$ cat config.mk
export PLATFORM = sky130hd
export DESIGN_NAME = fp_sqrt_iter
export DESIGN_NICKNAME = d
export VERILOG_FILES = /design/src/rtl/fp_sqrt_iter.sv
export SDC_FILE = /design/constraint.sdc
export NUM_CORES = 1
export LEC_CHECK = 0
export ABC_CLOCK_PERIOD_IN_PS = 5800
export CAP_MARGIN = 0
export CELL_PAD_IN_SITES_DETAIL_PLACEMENT = 1
export CELL_PAD_IN_SITES_GLOBAL_PLACEMENT = 1
export CORE_ASPECT_RATIO = 1.4
export CORE_MARGIN = 4
export CORE_UTILIZATION = 46
export CTS_CLUSTER_DIAMETER = 80
export DETAILED_ROUTE_END_ITERATION = 6
export PLACE_DENSITY_LB_ADDON = 0.3
export RECOVER_POWER = 100
export SYNTH_ARGS = -nofsm -noshare
export SYNTH_HDL_FRONTEND = slang
export SYNTH_SLANG_ARGS = --single-unit
$ cat constraint.sdc
create_clock -name clk -period 5.8 [get_ports clk]
set_input_delay 0.58 -clock clk [delete_from_list [all_inputs] [get_ports clk]]
set_output_delay 0.58 -clock clk [all_outputs]
set_load 0.005 [all_outputs]
$ cat src/rtl/fp_sqrt_iter.sv
// -----------------------------------------------------------------------------
// fp_sqrt_iter
//   Multi-cycle unsigned fixed-point square root. Each RUN cycle consumes the
//   next two radicand bits (radix-4 digit) and produces one result bit using
//   the restoring digit-by-digit method. The input and the output share the
//   UQ(WIDTH-FRAC_WIDTH).FRAC_WIDTH format, and FRAC_WIDTH=0 gives an integer
//   square root.
//
//   Configuration macro:
//     SQRT_ROUND_EN  defined   -> round to nearest, saturating at all-ones
//                    undefined -> truncate, out = floor(sqrt(X))
//
// Parameters
//   WIDTH       bit width of in/out
//   FRAC_WIDTH  fractional bits of in/out (WIDTH+FRAC_WIDTH must be even)
//
// Ports
//   clk    in   clock, all state updates on posedge
//   reset  in   synchronous active-high reset, drops any work in flight
//   go     in   start request, sampled only while idle
//   in     in   radicand, captured when go is accepted
//   out    out  result, held stable until the next completion
//   done   out  one-cycle pulse when out is updated
//   busy   out  high while an operation is being computed or finished
//
// Timing: go accepted at edge N; edges N+1..N+R compute; edge N+R+1 registers
// out and raises done. One operation per R+2 cycles. There is no early exit,
// so the latency is the same for every input.
// -----------------------------------------------------------------------------
module fp_sqrt_iter #(
  parameter int WIDTH      = 32,
  parameter int FRAC_WIDTH = 16
) (
  input  logic             clk,
  input  logic             reset,
  input  logic             go,
  input  logic [WIDTH-1:0] in,
  output logic [WIDTH-1:0] out,
  output logic             done,
  output logic             busy
);

  // Operand width, number of result bits, accumulator width, counter width
  localparam int XW = WIDTH + FRAC_WIDTH;
  localparam int R  = XW / 2;
  localparam int AW = R + 2;
  localparam int CW = $clog2(R + 1);

  localparam logic [CW-1:0] LAST_IDX = CW'(R - 1);

  typedef enum logic [1:0] {
    S_IDLE = 2'd0,
    S_RUN  = 2'd1,
    S_DONE = 2'd2
  } state_e;

  state_e           state_q;
  logic [XW-1:0]    x_q;
  logic [AW-1:0]    acc_q;
  logic [R-1:0]     root_q;
  logic [CW-1:0]    idx_q;
  logic [WIDTH-1:0] out_q;
  logic             done_q;
  logic             busy_q;

  logic [XW-1:0]    x_load_s;
  logic [AW-1:0]    acc_sh_s;
  logic [AW:0]      trial_s;
  logic             trial_ok_s;
  logic [XW-1:0]    x_d;
  logic [AW-1:0]    acc_d;
  logic [R-1:0]     root_d;
  logic [CW-1:0]    idx_d;
  logic [WIDTH-1:0] root_ext_s;
  logic [WIDTH-1:0] result_s;

  // Radicand aligned so the binary point of the root lands on FRAC_WIDTH
  assign x_load_s = XW'(in) << FRAC_WIDTH;

  // One restoring iteration: bring in the next radicand digit and try to
  // subtract 4*root+1. The extra top bit of trial_s is the borrow; a clear
  // borrow means the new root bit is 1. The remainder never exceeds 2*root,
  // so the top two accumulator bits are always zero before the shift and the
  // truncation in the cast loses nothing.
  always_comb begin
    acc_sh_s   = AW'({acc_q, x_q[XW-1 -: 2]});
    trial_s    = {1'b0, acc_sh_s} - {1'b0, root_q, 2'b01};
    trial_ok_s = ~trial_s[AW];
    x_d        = x_q << 2;
    idx_d      = idx_q + CW'(1);
    if (trial_ok_s) begin
      acc_d = trial_s[AW-1:0];
    end else begin
      acc_d = acc_sh_s;
    end
    root_d = R'({root_q, trial_ok_s});
  end

  // Final result: zero-extend the R-bit root, optionally round to nearest.
  // After the last step acc_q holds the exact remainder X - root^2. Because
  // root^2 + root + 0.25 never lies on an integer, rem > root is exactly the
  // condition sqrt(X) >= root + 0.5.
  always_comb begin
    root_ext_s = WIDTH'(root_q);
`ifdef SQRT_ROUND_EN
    if ((acc_q > AW'(root_q)) && (root_ext_s != {WIDTH{1'b1}})) begin
      result_s = root_ext_s + WIDTH'(1);
    end else begin
      result_s = root_ext_s;
    end
`else
    result_s = root_ext_s;
`endif
  end

  // Control FSM with the datapath registers and the registered outputs
  always_ff @(posedge clk) begin
    if (reset) begin
      state_q <= S_IDLE;
      x_q     <= '0;
      acc_q   <= '0;
      root_q  <= '0;
      idx_q   <= '0;
      out_q   <= '0;
      done_q  <= 1'b0;
      busy_q  <= 1'b0;
    end else begin
      case (state_q)
        S_IDLE: begin
          done_q <= 1'b0;
          busy_q <= 1'b0;
          if (go) begin
            x_q     <= x_load_s;
            acc_q   <= '0;
            root_q  <= '0;
            idx_q   <= '0;
            state_q <= S_RUN;
          end else begin
            state_q <= S_IDLE;
          end
        end
        S_RUN: begin
          done_q <= 1'b0;
          busy_q <= 1'b1;
          x_q    <= x_d;
          acc_q  <= acc_d;
          root_q <= root_d;
          idx_q  <= idx_d;
          if (idx_q == LAST_IDX) begin
            state_q <= S_DONE;
          end else begin
            state_q <= S_RUN;
          end
        end
        S_DONE: begin
          // go is ignored here; a held go restarts from IDLE next cycle
          out_q   <= result_s;
          done_q  <= 1'b1;
          busy_q  <= 1'b1;
          state_q <= S_IDLE;
        end
        default: begin
          done_q  <= 1'b0;
          busy_q  <= 1'b0;
          state_q <= S_IDLE;
        end
      endcase
    end
  end

  assign out  = out_q;
  assign done = done_q;
  assign busy = busy_q;

endmodule

# After elaboration in Yosys (flattened, before gate mapping)
# Index checks and enable logic that the tools add are counted.
[word_totals] output_inout_bits=34 inputBits=35 ff_bits=129 word_cells=33
[classes] eq_ne=4 muxes=14 add_sub_neg=2 bitwise=1 n_reduce_logical=4
[ops] cell="one-hot mux 24 bit (2 select lines)" n=2
[ops] cell="one-hot mux 48 bit (2 select lines)" n=1
[ops] cell="two-way mux 24 bit" n=3
[ops] cell="two-way mux 48 bit" n=1
[ops] cell="subtractor 26 x 26 -> 27 bit" n=1
[ops] cell="one-hot mux 5 bit (2 select lines)" n=1
[ops] cell="adder 5 x 1 -> 5 bit (second input constant)" n=1
[ops] cell="equality test 5 bit (second input constant)" n=1
[ops] cell="two-way mux 5 bit" n=1
[ops] cell="one-hot mux 2 bit (2 select lines)" n=1
[ops] cell="two-way mux 1 bit" n=3
[ops] cell="equality test 2 x 1 -> 1 bit (second input constant)" n=1
[ops] cell="equality test 2 bit (second input constant)" n=1
[ops] cell="logical NOT 2 bit" n=1
[ops] cell="two-way mux 2 bit" n=1
[ops] cell="inequality test 2 bit (second input constant)" n=1
[ops] cell="AND reduction 2 bit" n=1
[ops] cell="nonzero test 2 bit" n=1
[ops] cell="OR reduction 2 bit" n=1
[ops] cell="inverter 1 bit" n=1

# Depth between registers and ports, before layout
# Gate-level depths: netlist of the first run.
[depth] depth_word=3 depth_mapped=12 depth_no_buf=11

# Worst setup path after synthesis of the first run
# OpenSTA, ideal clock, no wires.
[synth_timing] kind="flip-flop to flip-flop" startpoint="register root_q[4]" endpoint="register acc_q[21]" setup_ns=0.120 stages_incl_launch_ff=11 n_path_buf=0 t_required_ns=5.680 setup_slack_ns=3.396 period_less_slack_ns=2.404 arrival_time_ns=2.284 path_cell_list="dfxtp_1 inv_1 ha_1 nor2_1 or4_1 o21ai_2 a21oi_4 o21ai_2 a31oi_1 mux2i_1 a211o_1"
[synth_between] elab_chain_cells=3
[synth_rtl] element="from (decl)" line="60" source="logic [R-1:0] root_q;"
[synth_rtl] element="from (signal assigned)" line="147" source="root_q <= root_d;"
[synth_rtl] element="subtractor 26 x 26 -> 27 bit" line="87" source="trial_s = {1'b0, acc_sh_s} - {1'b0, root_q, 2'b01};"
[synth_rtl] element="two-way mux 24 bit" line="91" source="if (trial_ok_s) begin"
[synth_rtl] element="one-hot mux 24 bit (2 select lines)" line="128" source="case (state_q)"
[synth_rtl] element="to (signal assigned)" line="121" source="acc_q <= '0;"
[synth_rtl] element="to (signal assigned)" line="134" source="acc_q <= '0;"
[synth_rtl] element="to (signal assigned)" line="146" source="acc_q <= acc_d;"
[synth_rtl] element="to (decl)" line="59" source="logic [AW-1:0] acc_q;"
# No other way between the ends.
# A chain may end at the register's enable or synchronous reset.

# Final worst setup path of the first run
[layout_timing] startpoint="register state_q[1]" endpoint="register acc_q[20]"
[layout_between] elab_chain_cells=3 elab_cells_between_ends=6 classes_between="eq/ne: 2; mux: 1; reduce/logical: 3"
[layout_rtl] element="from (decl)" line="57" source="state_e state_q;"
[layout_rtl] element="from (signal assigned)" line="119" source="state_q <= S_IDLE;"
[layout_rtl] element="from (signal assigned)" line="137" source="state_q <= S_RUN;"
[layout_rtl] element="from (signal assigned)" line="139" source="state_q <= S_IDLE;"
[layout_rtl] element="equality test 2 x 1 -> 1 bit or logical NOT 2 bit (tied branches)" line="128"
[layout_rtl] element="nonzero test 2 bit (no source line) or inequality test 2 bit (tied branches)"
[layout_rtl] element="AND reduction 2 bit (no source line)"
# Several ways; a longest one is shown, not always the timed one.

==> results of run 1 <==
area by class of cell:
class / instances / area, µm² / area share [%]
inverter: 34 / 128 / 1.81
multi-input combinational: 495 / 3220 / 45.7
clock inverter: 10 / 159 / 2.25
sequential: 113 / 2260 / 32.1
clock buffer: 20 / 467 / 6.62
tap: 150 / 188 / 2.66
timing repair buffer: 65 / 623 / 8.84
flip-flops by register name, indices dropped and copies added (netlist names):
register	cells
done	1
busy	1
idx_q	5
state_q	2
out	24
acc_q	24
root_q	24
x_q	32
through the flow:
stage          hold WS (ns)  utilization, %  instances  total power [mW]
2_1_floorplan         0.433               -        691              3.43
3_3_place_gp          0.441            52.3        857              3.75
3_5_place_dp          0.466            52.3        857              3.76
4_1_cts               0.474            57.4        887              4.93
5_1_grt               0.502            57.3        887              5.06
6_report              0.474            57.3        887              4.81
cells by family after synthesis:
group,after synthesis
flops,113
simple gates,208
fa+ha+maj,29
other cells,1
xor+xnor,23
compound gates,151
buf+inv,83
mux,76
power breakdown:
group	leakage [nW]	total (mW)	switching, mW	internal (mW)
Combinational	1.55	2.77	1.55	1.22
Sequential	0.919	0.928	0.0675	0.860
Clock	0.304	1.11	0.366	0.745
Total	2.77	4.81	1.98	2.82
layer usage:
layer / GRT usage (%) / vias to the layer above / wire length (µm)
li1: - / 2438 / -
met1: 24.4 / 2428 / 6110
met2: 41.2 / 103 / 8480
met3: 5.40 / 48 / 520
met4: 11.5 / 0 / 630
met5: 0 / - / 0
worst register-to-register path, cell delays in order, from the launching register on:
cell	delay, ns
dfxtp_1	0.32
inv_1	0.10
ha_1	0.88
inv_1	0.27
o21ai_4	0.22
clkbuf_2	1.32
nor2_2	0.58
nand2_1	0.25
o21ai_0	0.13
cell usage in the layout, fill, tap and decap left out, types with 30 or more instances in the layout:
| master | n |
|---|---|
| a211oi_1 | 30 |
| a21oi_1 | 51 |
| clkdlybuf4s50_1 | 33 |
| dfxtp_1 | 113 |
| inv_1 | 34 |
| mux2i_1 | 76 |
| nand2_1 | 70 |
| nand3_1 | 32 |
| nor2_1 | 79 |
| o21ai_0 | 31 |
how the worst max path moves through the flow:
stage                from        end  cells past startpoint
3_3_place_gp    root_q[7]  acc_q[20]                     11
5_1_grt        state_q[1]  acc_q[20]                      8
2_1_floorplan   root_q[4]  acc_q[21]                     10
4_1_cts         root_q[8]  acc_q[22]                     10
3_5_place_dp    root_q[8]  acc_q[22]                     10
6_report       state_q[1]  acc_q[20]                      8
==> flow_metrics.env, run 1 <==
export IMPL_layout_drive_gt1_share_pct=5.97
export IMPL_synth_top_family_by_area="compound AO/OA/AOI/OAI gates"
export IMPL_cp_top_family="buffers and inverters"
export IMPL_die_width_um=103
export IMPL_holdPathEnd="idx_q[1]"
export IMPL_insertedDiodeCount=0
export IMPL_crit_top_cell="inv_1"
export IMPL_vdd_drop_max_mv=0.534
export IMPL_start_kind="flip-flop"
export IMPL_rows=48
export IMPL_synth_cell_type_count=47
export IMPL_start_util_pct=47.0
export IMPL_post_cts_setup_buffers=0
export IMPL_maxSlewHeadroom_pct=-18.8
export IMPL_antenna_found_initial=0
export IMPL_fmax_mhz=236
export IMPL_tns_ns=0
export IMPL_setup_viol=0
export IMPL_firstDrtPassIters=4
export IMPL_grt_pass1_wl_um=26300
export IMPL_synthArstFlopShare_pct=0
export IMPL_coreArea_um2=12300
export IMPL_path_cells="inv_1, ha_1, inv_1, o21ai_4, clkbuf_2, nor2_2, nand2_1, o21ai_0"
export IMPL_yosys_area_top_type="dfxtp_1"
export IMPL_cts_max_level=4
export IMPL_worstPathRequired_ns=6.04
export IMPL_fin_crit_ns=4.23
export IMPL_grt_ovfl_total=0
export IMPL_syn_area_um2=5790
export IMPL_cts_sinks=113
export IMPL_ys_top_cells_by_count="dfxtp_1 (113), nor2_1 (80), mux2i_1 (76), nand2_1 (70), a21oi_1 (51)"
export IMPL_cp_max_fo=89
export IMPL_hold_viol=0
export IMPL_dpl_cell_area_um2=6440
export IMPL_post_route_drc_count=0
export IMPL_grtUsageTotal_pct=22.9
export IMPL_yosysWarningCount=0
export IMPL_arrival_ns=4.48
export IMPL_crit_path_top_delay_cell="clkbuf_2"
export IMPL_seq_area_frac_synth_pct=39.1
export IMPL_clkTransAtPathRegs_ns=0.05
export IMPL_holdPathStages=2
export IMPL_antenna_left=0
export IMPL_die_area_um2=14500
export IMPL_r2r_cells=8
export IMPL_grt_start_max_net_pins=90
export IMPL_pre_cts_ws_ns=2.58
export IMPL_rsz0062_at_grt="false"
export IMPL_critPathKind="flip-flop to flip-flop"
export IMPL_drt_iter0_drc=164
export IMPL_cts_tree="built"
export IMPL_yosysMostFrequentCell="dfxtp_1"
export IMPL_r2r_setup_slack_ns=1.57
export IMPL_viasPerCell=5.66
export IMPL_nFillCells=1429
export IMPL_rr_endpoint="acc_q[20]"
export IMPL_grt_pass1_vias=5543
export IMPL_cts_hold_buf=0
export IMPL_synth_top_area_share_pct=39.1
export IMPL_fin_crit_sh_pct=73.0
export IMPL_numCtsBuffers=17
export IMPL_syn_avg_cell_area_um2=8.46
export IMPL_slew_viol_final=90
export IMPL_vias=5017
export IMPL_max_stage_delay_ns=1.32
export IMPL_cts_resized=0
export IMPL_path_buf_inv=3
export IMPL_synthAdderAreaFrac_pct=6.27
export IMPL_wl_um=15700
export IMPL_end_kind="flip-flop"
export IMPL_synth_seq_cells=113
export IMPL_gp_congestion=0.816
export IMPL_io_buffers=60
export IMPL_avgRoutedWirePerCell_um=17.7
export IMPL_cts_root_buffer="clkbuf_16"
export IMPL_stdcell_area_um2=7050
export IMPL_ios=69
export IMPL_hpwl_um=10600
export IMPL_violations="max-capacitance violations, max-slew violations"
export IMPL_muxShareOfSynthArea_pct=13.1
export IMPL_status="finished with violations"
export IMPL_final_nets=790
export IMPL_worst_r2r_startpoint="state_q[1]"
export IMPL_synthCells=684
export IMPL_clk_latency_ns=0.41
export IMPL_synthSimpleGateAreaFrac_pct=15.3
export IMPL_synth_edff_count=0
export IMPL_finClkSkew_ns=0.00718
export IMPL_worst_slack_ns=1.57
export IMPL_max_cap_viol_count=1
export IMPL_p_leak_nw=2.77
export IMPL_die_h_um=141
export IMPL_yosys_top_cells_area="dfxtp_1 (39%), mux2i_1 (13%), ha_1 (6.3%)"
export IMPL_cts_path_max_buffers=2
export IMPL_synthFlopType="dfxtp_1"
export IMPL_area_delta_synth_final_pct=21.8
export IMPL_hold_start="idx_q[1]"
export IMPL_power_density_nw_per_um2=682
export IMPL_worst_pin_slew_ns=1.78
export IMPL_synth_xor_area_share_pct=3.48
export IMPL_synth_compound_area_share_pct=16.7
export IMPL_hold_class="flip-flop to flip-flop"
(Power assumes the default switching activity.)
==> inputs of run 2 (changes only) <==
--- a/config.mk
+++ b/config.mk
@@ -5,13 +5,13 @@
 export SDC_FILE = /design/constraint.sdc
 export NUM_CORES = 1
 export LEC_CHECK = 0
-export ABC_CLOCK_PERIOD_IN_PS = 5800
+export ABC_CLOCK_PERIOD_IN_PS = 4300
 export CAP_MARGIN = 0
 export CELL_PAD_IN_SITES_DETAIL_PLACEMENT = 1
 export CELL_PAD_IN_SITES_GLOBAL_PLACEMENT = 1
 export CORE_ASPECT_RATIO = 1.4
 export CORE_MARGIN = 4
-export CORE_UTILIZATION = 46
+export CORE_UTILIZATION = 42
 export CTS_CLUSTER_DIAMETER = 80
 export DETAILED_ROUTE_END_ITERATION = 6
 export PLACE_DENSITY_LB_ADDON = 0.3
==> constraint.sdc (replaced) <==
create_clock -name clk -period 4.3 [get_ports clk]
set_input_delay 0.43 -clock clk [delete_from_list [all_inputs] [get_ports clk]]
set_output_delay 0.43 -clock clk [all_outputs]
set_load 0.005 [all_outputs]
==> flow_metrics.env, run 2 (synthesis results as in run 1) <==
export IMPL_final_cell_mix="dfxtp_1 (113), nor2_1 (79), mux2i_1 (76), nand2_1 (70), a21oi_1 (51)"
export IMPL_rsz0062_at_grt="false"
export IMPL_vias=5056
export IMPL_rr_endpoint="idx_q[3]"
export IMPL_insertedDiodeCount=0
export IMPL_worst_pin_slew_ns=1.82
export IMPL_finClkSkew_ns=0.00793
export IMPL_grtUsageTotal_pct=21.4
export IMPL_viasPerCell=5.49
export IMPL_arrival_ns=3.70
export IMPL_fmax_mhz=297
export IMPL_io_buffers=60
export IMPL_worst_r2r_startpoint="state_q[1]"
export IMPL_max_cap_viol_count=1
export IMPL_holdWs_ns=0.396
export IMPL_holdPathEnd="state_q[1]"
export IMPL_critPathKind="flip-flop to flip-flop"
export IMPL_vdd_drop_max_mv=0.651
export IMPL_avgRoutedWirePerCell_um=17.6
export IMPL_regMostFlops="x_q"
export IMPL_grt_start_max_net_pins=89
export IMPL_worstPathRequired_ns=4.63
export IMPL_violations="max-capacitance violations, max-slew violations"
export IMPL_cts_resized=0
export IMPL_rows=50
export IMPL_multi_input_area_um2=3220
export IMPL_area_delta_synth_final_pct=22.6
export IMPL_fin_crit_ns=3.37
export IMPL_largest_reg_flops=32
export IMPL_maxSlewHeadroom_pct=-21.4
export IMPL_post_route_drc_count=0
export IMPL_final_common_cell="dfxtp_1"
export IMPL_status="finished with violations"
export IMPL_slew_viol_final=88
export IMPL_hold_class="input port to flip-flop"
export IMPL_cp_max_fo=88
export IMPL_r2r_cells=8
export IMPL_layout_drive_gt1_share_pct=6.50
export IMPL_die_area_um2=15700
export IMPL_area_sequential_um2=2260
export IMPL_drt_iter0_drc=131
export IMPL_fin_crit_sh_pct=78.3
export IMPL_p_leak_nw=2.77
export IMPL_firstDrtPassIters=4
export IMPL_cts_max_level=4
export IMPL_cts_root_buffer="clkbuf_16"
export IMPL_ios=69
export IMPL_antenna_left=0
export IMPL_hpwl_um=10700
export IMPL_die_width_um=107
export IMPL_wl_um=16200
export IMPL_final_nets=791
export IMPL_antenna_found_initial=0
export IMPL_holdPathStages=3
export IMPL_tns_ns=0
export IMPL_cts_sinks=113
export IMPL_clkTransAtPathRegs_ns=0.06
export IMPL_cts_tree="built"
export IMPL_grt_pass1_vias=5695
export IMPL_coreArea_um2=13500
export IMPL_hold_viol=0
export IMPL_post_cts_setup_buffers=0
export IMPL_clk_latency_ns=0.41
export IMPL_grt_ovfl_total=0
export IMPL_hold_start="reset"
export IMPL_cts_path_max_buffers=2
export IMPL_r2r_setup_slack_ns=0.93
export IMPL_cts_hold_buf=0
export IMPL_end_kind="flip-flop"
export IMPL_die_h_um=147
export IMPL_gp_congestion=0.846
export IMPL_nFillCells=1588
export IMPL_power_density_nw_per_um2=1020
export IMPL_start_util_pct=43.0
export IMPL_start_kind="flip-flop"
export IMPL_grt_pass1_wl_um=27100
export IMPL_numCtsBuffers=17
export IMPL_setup_viol=0
-- run 2: worst max path at each step --
stage / end / depth (start not counted) / start / slack [ns]
after detailed placement: acc_q[2] / 11 / root_q[8] / 1.19
after floorplan: acc_q[21] / 10 / root_q[4] / 1.90
final: idx_q[3] / 8 / state_q[1] / 0.93
after global placement: acc_q[8] / 11 / root_q[8] / 1.32
after CTS: acc_q[2] / 11 / root_q[4] / 1.14
after global routing: idx_q[3] / 8 / state_q[1] / 0.62
-- run 2: cell type report --
type / instances / share of cell area, %
Sequential cell: 113 / 31.9
Tap cell: 182 / 3.21
Inverter: 34 / 1.80
Clock buffer: 17 / 6.00
Clock inverter: 14 / 2.70
Multi-Input combinational cell: 495 / 45.4
Timing Repair Buffer: 66 / 8.98
-- run 2: where the power goes --
part           switching, mW  leakage (nW)  internal (mW)
combinational           2.49          1.56           1.99
sequential             0.107         0.919           1.18
clock                  0.519         0.291          0.964
total                   3.12          2.77           4.13
-- run 2: per-stage QoR --
stage | area, µm² | total power [mW] | utilization [%] | setup WS (ns) | cells
CTS | 7100 | 7.27 | 52.8 | 1.14 | 921
floorplan | 5810 | 4.62 | - | 1.90 | 691
global route | 7100 | 7.36 | 52.8 | 0.615 | 921
detailed placement | 6480 | 5.76 | 48.2 | 1.19 | 890
finish | 7100 | 7.25 | 52.8 | 0.931 | 921
global placement | 6480 | 5.79 | 48.2 | 1.32 | 890
-- run 2: critical path, cell delays in order, from the launching register on --
cell	delay (ns)
dfxtp_1	0.32
inv_1	0.09
ha_1	1.13
inv_2	0.18
o21ai_4	0.24
buf_4	0.73
nand4_1	0.22
xor2_1	0.19
nor2_1	0.14
-- run 2: routing by layer --
layer  vias up  global-route usage (%)  share of wire (%)
met5         -                       0                  0
met4         0                    9.02                2.3
met3        27                    4.48                3.4
met2        94                    41.5                 56
met1      2490                    21.6                 38
li1       2445                       -                  -
